<file path="src/rtl/minibyte_regfile.sv">
// minibyte_regfile: parametrised register file for the minibyte datapath.
// One write port and two registered read ports (operand A and B).
// A clear sequencer sweeps every entry to zero, one entry per cycle.
// Optional write-to-read forwarding is enabled by defining MINIBYTE_REGFILE_BYPASS_EN.
// Without the macro, a same-cycle read of the address being written returns
// the old contents (read-first).
module minibyte_regfile #(
    parameter int DATA_W = 8,
    parameter int ADDR_W = 3,
    parameter int DEPTH  = 8
) (
    input  logic              clk_in,
    input  logic              rst_in,
    input  logic              we_in,
    input  logic [ADDR_W-1:0] wr_addr,
    input  logic [DATA_W-1:0] data_in,
    input  logic              rd_en_in,
    input  logic [ADDR_W-1:0] rd_a_addr,
    input  logic [ADDR_W-1:0] rd_b_addr,
    input  logic              clr_in,
    output logic [DATA_W-1:0] data_a_out,
    output logic [DATA_W-1:0] data_b_out,
    output logic              rd_valid_out,
    output logic              busy_out
);

    typedef enum logic {
        IDLE  = 1'b0,
        CLEAR = 1'b1
    } state_t;

    localparam logic [ADDR_W-1:0] LastIdx = ADDR_W'(DEPTH - 1);

    state_t            r_state;
    logic [ADDR_W-1:0] r_sweepIdx;
    logic [DATA_W-1:0] r_mem [DEPTH];
    logic [DATA_W-1:0] r_dataA;
    logic [DATA_W-1:0] r_dataB;
    logic              r_valid;
    logic              r_busy;

    logic              w_wrInRange;
    logic              w_rdAInRange;
    logic              w_rdBInRange;
    logic              w_doWrite;
    logic              w_doRead;
    logic [DATA_W-1:0] w_rdA;
    logic [DATA_W-1:0] w_rdB;

    assign w_wrInRange  = (int'(wr_addr)   < DEPTH);
    assign w_rdAInRange = (int'(rd_a_addr) < DEPTH);
    assign w_rdBInRange = (int'(rd_b_addr) < DEPTH);

    // A clear request in IDLE pre-empts any write or read issued alongside it
    assign w_doWrite = (r_state == IDLE) && we_in    && !clr_in && w_wrInRange;
    assign w_doRead  = (r_state == IDLE) && rd_en_in && !clr_in;

    // Port read muxes; out-of-range addresses read as zero, optionally forwarding the write
    always_comb begin
        w_rdA = '0;
        w_rdB = '0;
        if (w_rdAInRange) begin
            w_rdA = r_mem[rd_a_addr];
        end
        if (w_rdBInRange) begin
            w_rdB = r_mem[rd_b_addr];
        end
`ifdef MINIBYTE_REGFILE_BYPASS_EN
        if (w_doWrite && (wr_addr == rd_a_addr)) begin
            w_rdA = data_in;
        end
        if (w_doWrite && (wr_addr == rd_b_addr)) begin
            w_rdB = data_in;
        end
`endif
    end

    // Control FSM: IDLE serves reads, CLEAR walks the sweep index; all outputs registered
    always_ff @(posedge clk_in) begin
        if (rst_in) begin
            r_state    <= IDLE;
            r_sweepIdx <= '0;
            r_dataA    <= '0;
            r_dataB    <= '0;
            r_valid    <= 1'b0;
            r_busy     <= 1'b0;
        end else begin
            r_dataA <= '0;
            r_dataB <= '0;
            r_valid <= 1'b0;
            case (r_state)
                IDLE: begin
                    if (clr_in) begin
                        r_state    <= CLEAR;
                        r_sweepIdx <= '0;
                        r_busy     <= 1'b1;
                    end else if (w_doRead) begin
                        r_dataA <= w_rdA;
                        r_dataB <= w_rdB;
                        r_valid <= 1'b1;
                    end
                end
                CLEAR: begin
                    if (r_sweepIdx == LastIdx) begin
                        r_state    <= IDLE;
                        r_sweepIdx <= '0;
                        r_busy     <= 1'b0;
                    end else begin
                        r_sweepIdx <= r_sweepIdx + 1'b1;
                    end
                end
                default: begin
                    r_state <= IDLE;
                    r_busy  <= 1'b0;
                end
            endcase
        end
    end

    // Storage: reset zeroes everything, CLEAR zeroes one entry per cycle, IDLE accepts writes
    always_ff @(posedge clk_in) begin
        if (rst_in) begin
            for (int i = 0; i < DEPTH; i++) begin
                r_mem[i] <= '0;
            end
        end else if (r_state == CLEAR) begin
            r_mem[r_sweepIdx] <= '0;
        end else if (w_doWrite) begin
            r_mem[wr_addr] <= data_in;
        end
    end

    assign data_a_out   = r_dataA;
    assign data_b_out   = r_dataB;
    assign rd_valid_out = r_valid;
    assign busy_out     = r_busy;

endmodule

</file>
<file path="config.mk">
export PLATFORM = sky130hd
export DESIGN_NAME = minibyte_regfile
export DESIGN_NICKNAME = d
export VERILOG_FILES = /design/src/rtl/minibyte_regfile.sv
export SDC_FILE = /design/constraint.sdc
export NUM_CORES = 1
export LEC_CHECK = 0
export ABC_AREA = 1
export CAP_MARGIN = 0
export CORE_ASPECT_RATIO = 0.75
export CORE_MARGIN = 2
export CORE_UTILIZATION = 40
export DETAILED_ROUTE_END_ITERATION = 10
export MAX_ROUTING_LAYER = met4
export PLACE_DENSITY = 0.65
export SYNTH_ARGS = -nofsm -noshare
export SYNTH_HDL_FRONTEND = slang
export SYNTH_SLANG_ARGS = --single-unit
</file>
<file path="constraint.sdc">
create_clock -name clk_in -period 2.58 [get_ports clk_in]
set_input_delay 0.516 -clock clk_in [delete_from_list [all_inputs] [get_ports clk_in]]
set_output_delay 0.516 -clock clk_in [all_outputs]
set_load 0.02 [all_outputs]
</file>
# After elaboration in Yosys (flattened, before gate mapping)
# Memories as Yosys holds them, arrays and structs flattened. A register that Yosys moved wholly into a read port is not among the register bits.
# Index checks and enable logic that the tools add are counted.
# Widths: inputs -> output; s select.
[word_totals]
reg_bits = 6
mem_bits_rw = 64
inputBits = 22
memories = 1
[op_classes]
add_sub_neg = 1
eq_ne = 3
muxes = 25
bitwise = 2
reduce_logical = 10
[mem_list]
columns = ["memory", "words", "word_bits", "read_ports", "rd_clocked_by_memory_dff", "write_ports", "line_no", "source"]
rows = [
  ["r_mem", 8, 8, 2, 2, 8, "36", "logic [DATA_W-1:0] r_mem [DEPTH];"],
]
[ops]
columns = ["op", "n"]
rows = [
  ["$mux 1", 16],
  ["$mux 8", 2],
  ["$reduce_or 8->1", 2],
  ["$mux 3", 4],
  ["$pmux 3 s2", 1],
  ["$logic_and 1x1->1", 4],
  ["$pmux 1 s2", 2],
  ["$reduce_or 4->1", 1],
  ["$add 3x1->3 const B", 1],
  ["$eq 3x3->1 const B", 1],
  ["$reduce_or 3->1", 1],
  ["$ne 2x1->1 const B", 1],
  ["$ne 2x2->1 const B", 1],
  ["$not 1->1", 2],
  ["$reduce_and 2->1", 1],
  ["$logic_not 1->1", 1],
]

# Longest topological paths before layout
[depth]
depth_word = 9
depth_mapped = 7
ltp_nobuf = 7

# Worst setup path before layout
# OpenSTA, ideal clock, no wires.
[synth_timing]
path_kind = "input port to flip-flop"
startpoint = "in clr_in"
endpoint = "mem r_mem[0][0], enable pin"
setup_ns = 0.329
arrival_time_ns = 1.508
path_slack_ns = 0.743
path_stages = 7
n_path_buf = 0
path_cell_list = "nor2_4 -> nand3_4 -> nand2_2 -> inv_2 -> nor2_4 -> nand2_4 -> nand2_1"
[synth_rtl]
columns = ["item", "line_no", "source"]
rows = [
  ["start: declaration", "20", "input logic clr_in,"],
  ["end: declaration", "36", ""],
]

==> results.txt <==
- TritonCTS built the clock tree.
* Vias in the first global route: 3266
* Area contributors post-synth: sky130_fd_sc_hd__edfxtp_1 45%, sky130_fd_sc_hd__dfxtp_1 10%, sky130_fd_sc_hd__nor2_1 8.6%
- After the first detailed-routing iteration, the DRC count stood at 337.
- Setup repair bufs after CTS: 0
* Antenna diode count: 0
- Post-detailed-routing wire length: 10.8 mm
* Slew margin rel.: 56.0%
- In this run switching power makes up 24.6% of total power.
- Endpoint of the lowest-slack register-to-register path: r_mem[0][6]$_SDFFCE_PN0P_
- Layout net count: 555
* Fraction of power consumed by the clock network: 40.1%
- Combinational group share of total power: 10.9%
* Crit path time final: 2190 ps
- Using the TritonRoute via totals, the vias-per-cell ratio works out to 5.29.
- The worst register-to-register path begins at r_state$_SDFF_PP0_.
- Total power per unit cell area: 621 nW/µm²
- Via total after detailed routing: 3555
- Maximum resistive drop on vdd: 0.377 mV
- The worst hold path terminates at busy_out$_SDFFE_PP0P_.
- The initial antenna violation count came to 0.
- Worst-path maximum fanout: 12
- Final cell area excluding filler cells: 5150 µm²
- For this configuration, the core starts out at a cell density of 41.4%.
- Setup repair after global routing left no endpoint under its margin.
* Later-pin clock latency in the skew report: 340 ps
* Setup Viol. Count Final: 0
- Arrival time of data at the critical path endpoint: 2190 ps
- After synthesis, the share of flip-flops with an asynchronous set or reset is 0%.
- In this run, CTS created clock tree buffers numbering 9.
- Count of mapped cells out of synthesis: 495
* Max H-tree Level: 3
- Portion of total power attributed to sequential cells: 49.0%
- Total standard cell area after synthesis: 4290 µm²
- The worst hold path belongs to the class reg2reg.
* Yosys reg bits: 86
- Total die area: 11600 µm²
* Largest net degree at the start of global routing: 37
* Placer's final routability congestion estimate: 0.942
- Distinct cells, synth: 22
- The worst register-to-register path has a depth of 7.
- Outcome: complete, no violations
- In the global route stage, overall resource usage came out at 20.6%.
* Internal power component: 2.41 mW
* Predominant post-synthesis flop cell: sky130_fd_sc_hd__edfxtp_1
- Post-synth top area share: 44.8%
- The first global-routing pass estimated 17.0 mm of wire.
- The clock arrives with 6.93 ps of skew.
* Total core area: 10400 µm²
* Worst reg2reg setup slack: 630 ps
* Slew at the pin with the worst max-slew slack: 658 ps
* Filler Cells Inserted: 959
- Endpoints failing hold: 0
* Remaining antenna violation count: 0
* Row count: 32
- Boundary Pins: 40
* Data required, critical path: 2590 ps
- The largest total area in the synthesized netlist belongs to sky130_fd_sc_hd__edfxtp_1.
* DRC violations left: 0
* Hold Path Stages: 2
* Type of the worst setup path: in2reg
* Maximum achievable frequency: 457 MHz
- Clock tree synthesis found a total of 86 sinks.
- Layout Area Growth over Synthesis: 20.1%
- Summing the sequential cell areas from Yosys gives 55.1% of the chip area.
* Synthesized netlist net count: 519
- Dividing the detail-routed wire length by the instance count gives 16.1 µm.
* Cells resized by post-CTS repair: 0
* Overflow left after global routing: 0
- The die is 93.7 µm tall.
- In this run the cell area measured after placement is 4860 µm².
* Clock-pin slew reported for the worst setup and hold paths after clock tree synthesis: 60 ps
- The worst path uses 84.8% of the clock period.
* Slew Limit Fails: 0
- Number of port buffers: 39
* Clk buf depth: 2
- The analysis attributes to net switching a power of 0.787 mW.
- Average cell area after synthesis: 8.67 µm²
- Total Neg Setup Slack: 0 ps
- Summed over all cells, the static leakage comes to 2.04 nW.
- Number of enable-type register cells in the synthesized netlist: 64
- HPWL reported at the end of detailed placement: 7.98 mm
* Kind of start point of the critical path: input pin
- The die is 124 µm wide.
- # Max-Cap Violations: 0
- Share of post-route cells with drive strength above 1: 9.33%
- The tree is rooted in a sky130_fd_sc_hd__clkbuf_16.
- CTS Hold Bufs: 0
- Before antenna repair, the detailed router went through 6 iterations.
- The worst hold path begins at busy_out$_SDFFE_PP0P_.
* Kind of end point of the critical path: register
- During synthesis, Yosys emitted a total of 0 warnings.
-- final cells by class --
cell class / instances / area [µm²] / area share (%)
clock buffers: 9 / 225 / 4.37
clock inverters: 7 / 71.3 / 1.38
inverters: 43 / 161 / 3.13
multi-input cells: 339 / 1660 / 32.2
flip-flops and latches: 86 / 2360 / 45.8
well taps: 136 / 170 / 3.30
repair buffers: 52 / 503 / 9.76
-- sequential cells by signal (all words and copies together), names as in the netlist --
register and flops:
data_a_out 8, busy_out 1, r_state 1, r_sweepIdx 3
data_b_out 8, r_mem 64, rd_valid_out 1
-- power groups by stage --
stage / registers [mW] / logic, mW / clock network, mW
after floorplan: 1.59 / 0.218 / 0
after global placement: 1.60 / 0.337 / 0
after detailed placement: 1.60 / 0.344 / 0
after CTS: 1.57 / 0.345 / 1.30
after global routing: 1.57 / 0.387 / 1.35
final: 1.57 / 0.348 / 1.28
-- cell usage in the layout, fill, tap and decap left out, types with 6 or more instances in the layout --
master | synthesis | routed
sky130_fd_sc_hd__buf_4 | 1 | 11
sky130_fd_sc_hd__nand3_1 | 18 | 18
sky130_fd_sc_hd__nand2_4 | 8 | 8
sky130_fd_sc_hd__o21ai_0 | 35 | 35
sky130_fd_sc_hd__clkbuf_16 | 0 | 9
sky130_fd_sc_hd__nand2_1 | 94 | 94
sky130_fd_sc_hd__clkdlybuf4s50_1 | 0 | 37
sky130_fd_sc_hd__nor2_1 | 98 | 98
sky130_fd_sc_hd__edfxtp_1 | 64 | 64
sky130_fd_sc_hd__dfxtp_1 | 22 | 22
sky130_fd_sc_hd__a21oi_1 | 33 | 33
sky130_fd_sc_hd__inv_1 | 42 | 42
sky130_fd_sc_hd__nand4_1 | 6 | 6
sky130_fd_sc_hd__o211ai_1 | 32 | 32
-- logic make-up after synthesis --
| kind of cell | share of synthesized area, % |
|---|---|
| compound gates | 13.8 |
| buf+inv | 6.24 |
| fa+ha+maj | 0.583 |
| simple gates | 24.4 |
| flops | 55.1 |
-- worst max path at each step --
stage / startpoint / endpoint / slack, ps / cells past startpoint
2_1_floorplan: clr_in / r_mem[0][0]$_SDFFCE_PN0P_ / 740 / 7
3_3_place_gp: clr_in / r_mem[0][6]$_SDFFCE_PN0P_ / 140 / 8
3_5_place_dp: clr_in / r_mem[0][6]$_SDFFCE_PN0P_ / 60 / 8
4_1_cts: clr_in / r_mem[0][6]$_SDFFCE_PN0P_ / 410 / 8
5_1_grt: clr_in / r_mem[0][6]$_SDFFCE_PN0P_ / 270 / 8
6_report: rst_in / r_mem[0][6]$_SDFFCE_PN0P_ / 390 / 8
-- layer usage --
| layer | up-vias | share of wire, % | GRT usage [%] | routed length [µm] |
|---|---|---|---|---|
| met5 | - | 0 | - | 0 |
| met3 | 13 | 9.4 | 7.52 | 1020 |
| met2 | 140 | 42 | 29.0 | 4570 |
| met1 | 1667 | 47 | 28.6 | 5100 |
| li1 | 1735 | - | - | - |
| met4 | 0 | 1.1 | 4.26 | 119 |
-- metrics by stage --
step | hold slack [ps] | total power [mW] | cells | util (%) | setup WS, ps
global placement | 457 | 1.93 | 656 | 46.8 | 144
finish | 469 | 3.20 | 672 | 49.7 | 392
CTS | 476 | 3.21 | 672 | 49.7 | 415
floorplan | 481 | 1.81 | 495 | - | 743
detailed placement | 461 | 1.94 | 656 | 46.8 | 56.3
global route | 522 | 3.31 | 672 | 49.7 | 268
-- critical path: stages --
cell and delay (ps):
sky130_fd_sc_hd__clkdlybuf4s50_1 390, sky130_fd_sc_hd__inv_1 300, sky130_fd_sc_hd__nand3_4 160, sky130_fd_sc_hd__nand2_1 90
sky130_fd_sc_hd__nand2_1 80, sky130_fd_sc_hd__nor2_2 230, sky130_fd_sc_hd__nand2_4 120, sky130_fd_sc_hd__nand2_1 300
-- synthesized netlist by cell type (2+ instances only) --
master                     number
sky130_fd_sc_hd__a21oi_1       33
sky130_fd_sc_hd__clkbuf_1      24
sky130_fd_sc_hd__dfxtp_1       22
sky130_fd_sc_hd__edfxtp_1      64
sky130_fd_sc_hd__ha_1           2
sky130_fd_sc_hd__inv_1         42
sky130_fd_sc_hd__nand2_1       94
sky130_fd_sc_hd__nand2_2        3
sky130_fd_sc_hd__nand2_4        8
sky130_fd_sc_hd__nand3_1       18
sky130_fd_sc_hd__nand4_1        6
sky130_fd_sc_hd__nor2_1        98
sky130_fd_sc_hd__nor2_2         4
sky130_fd_sc_hd__nor2_4         4
sky130_fd_sc_hd__o211ai_1      32
sky130_fd_sc_hd__o21ai_0       35
(Power assumes the default switching activity.)
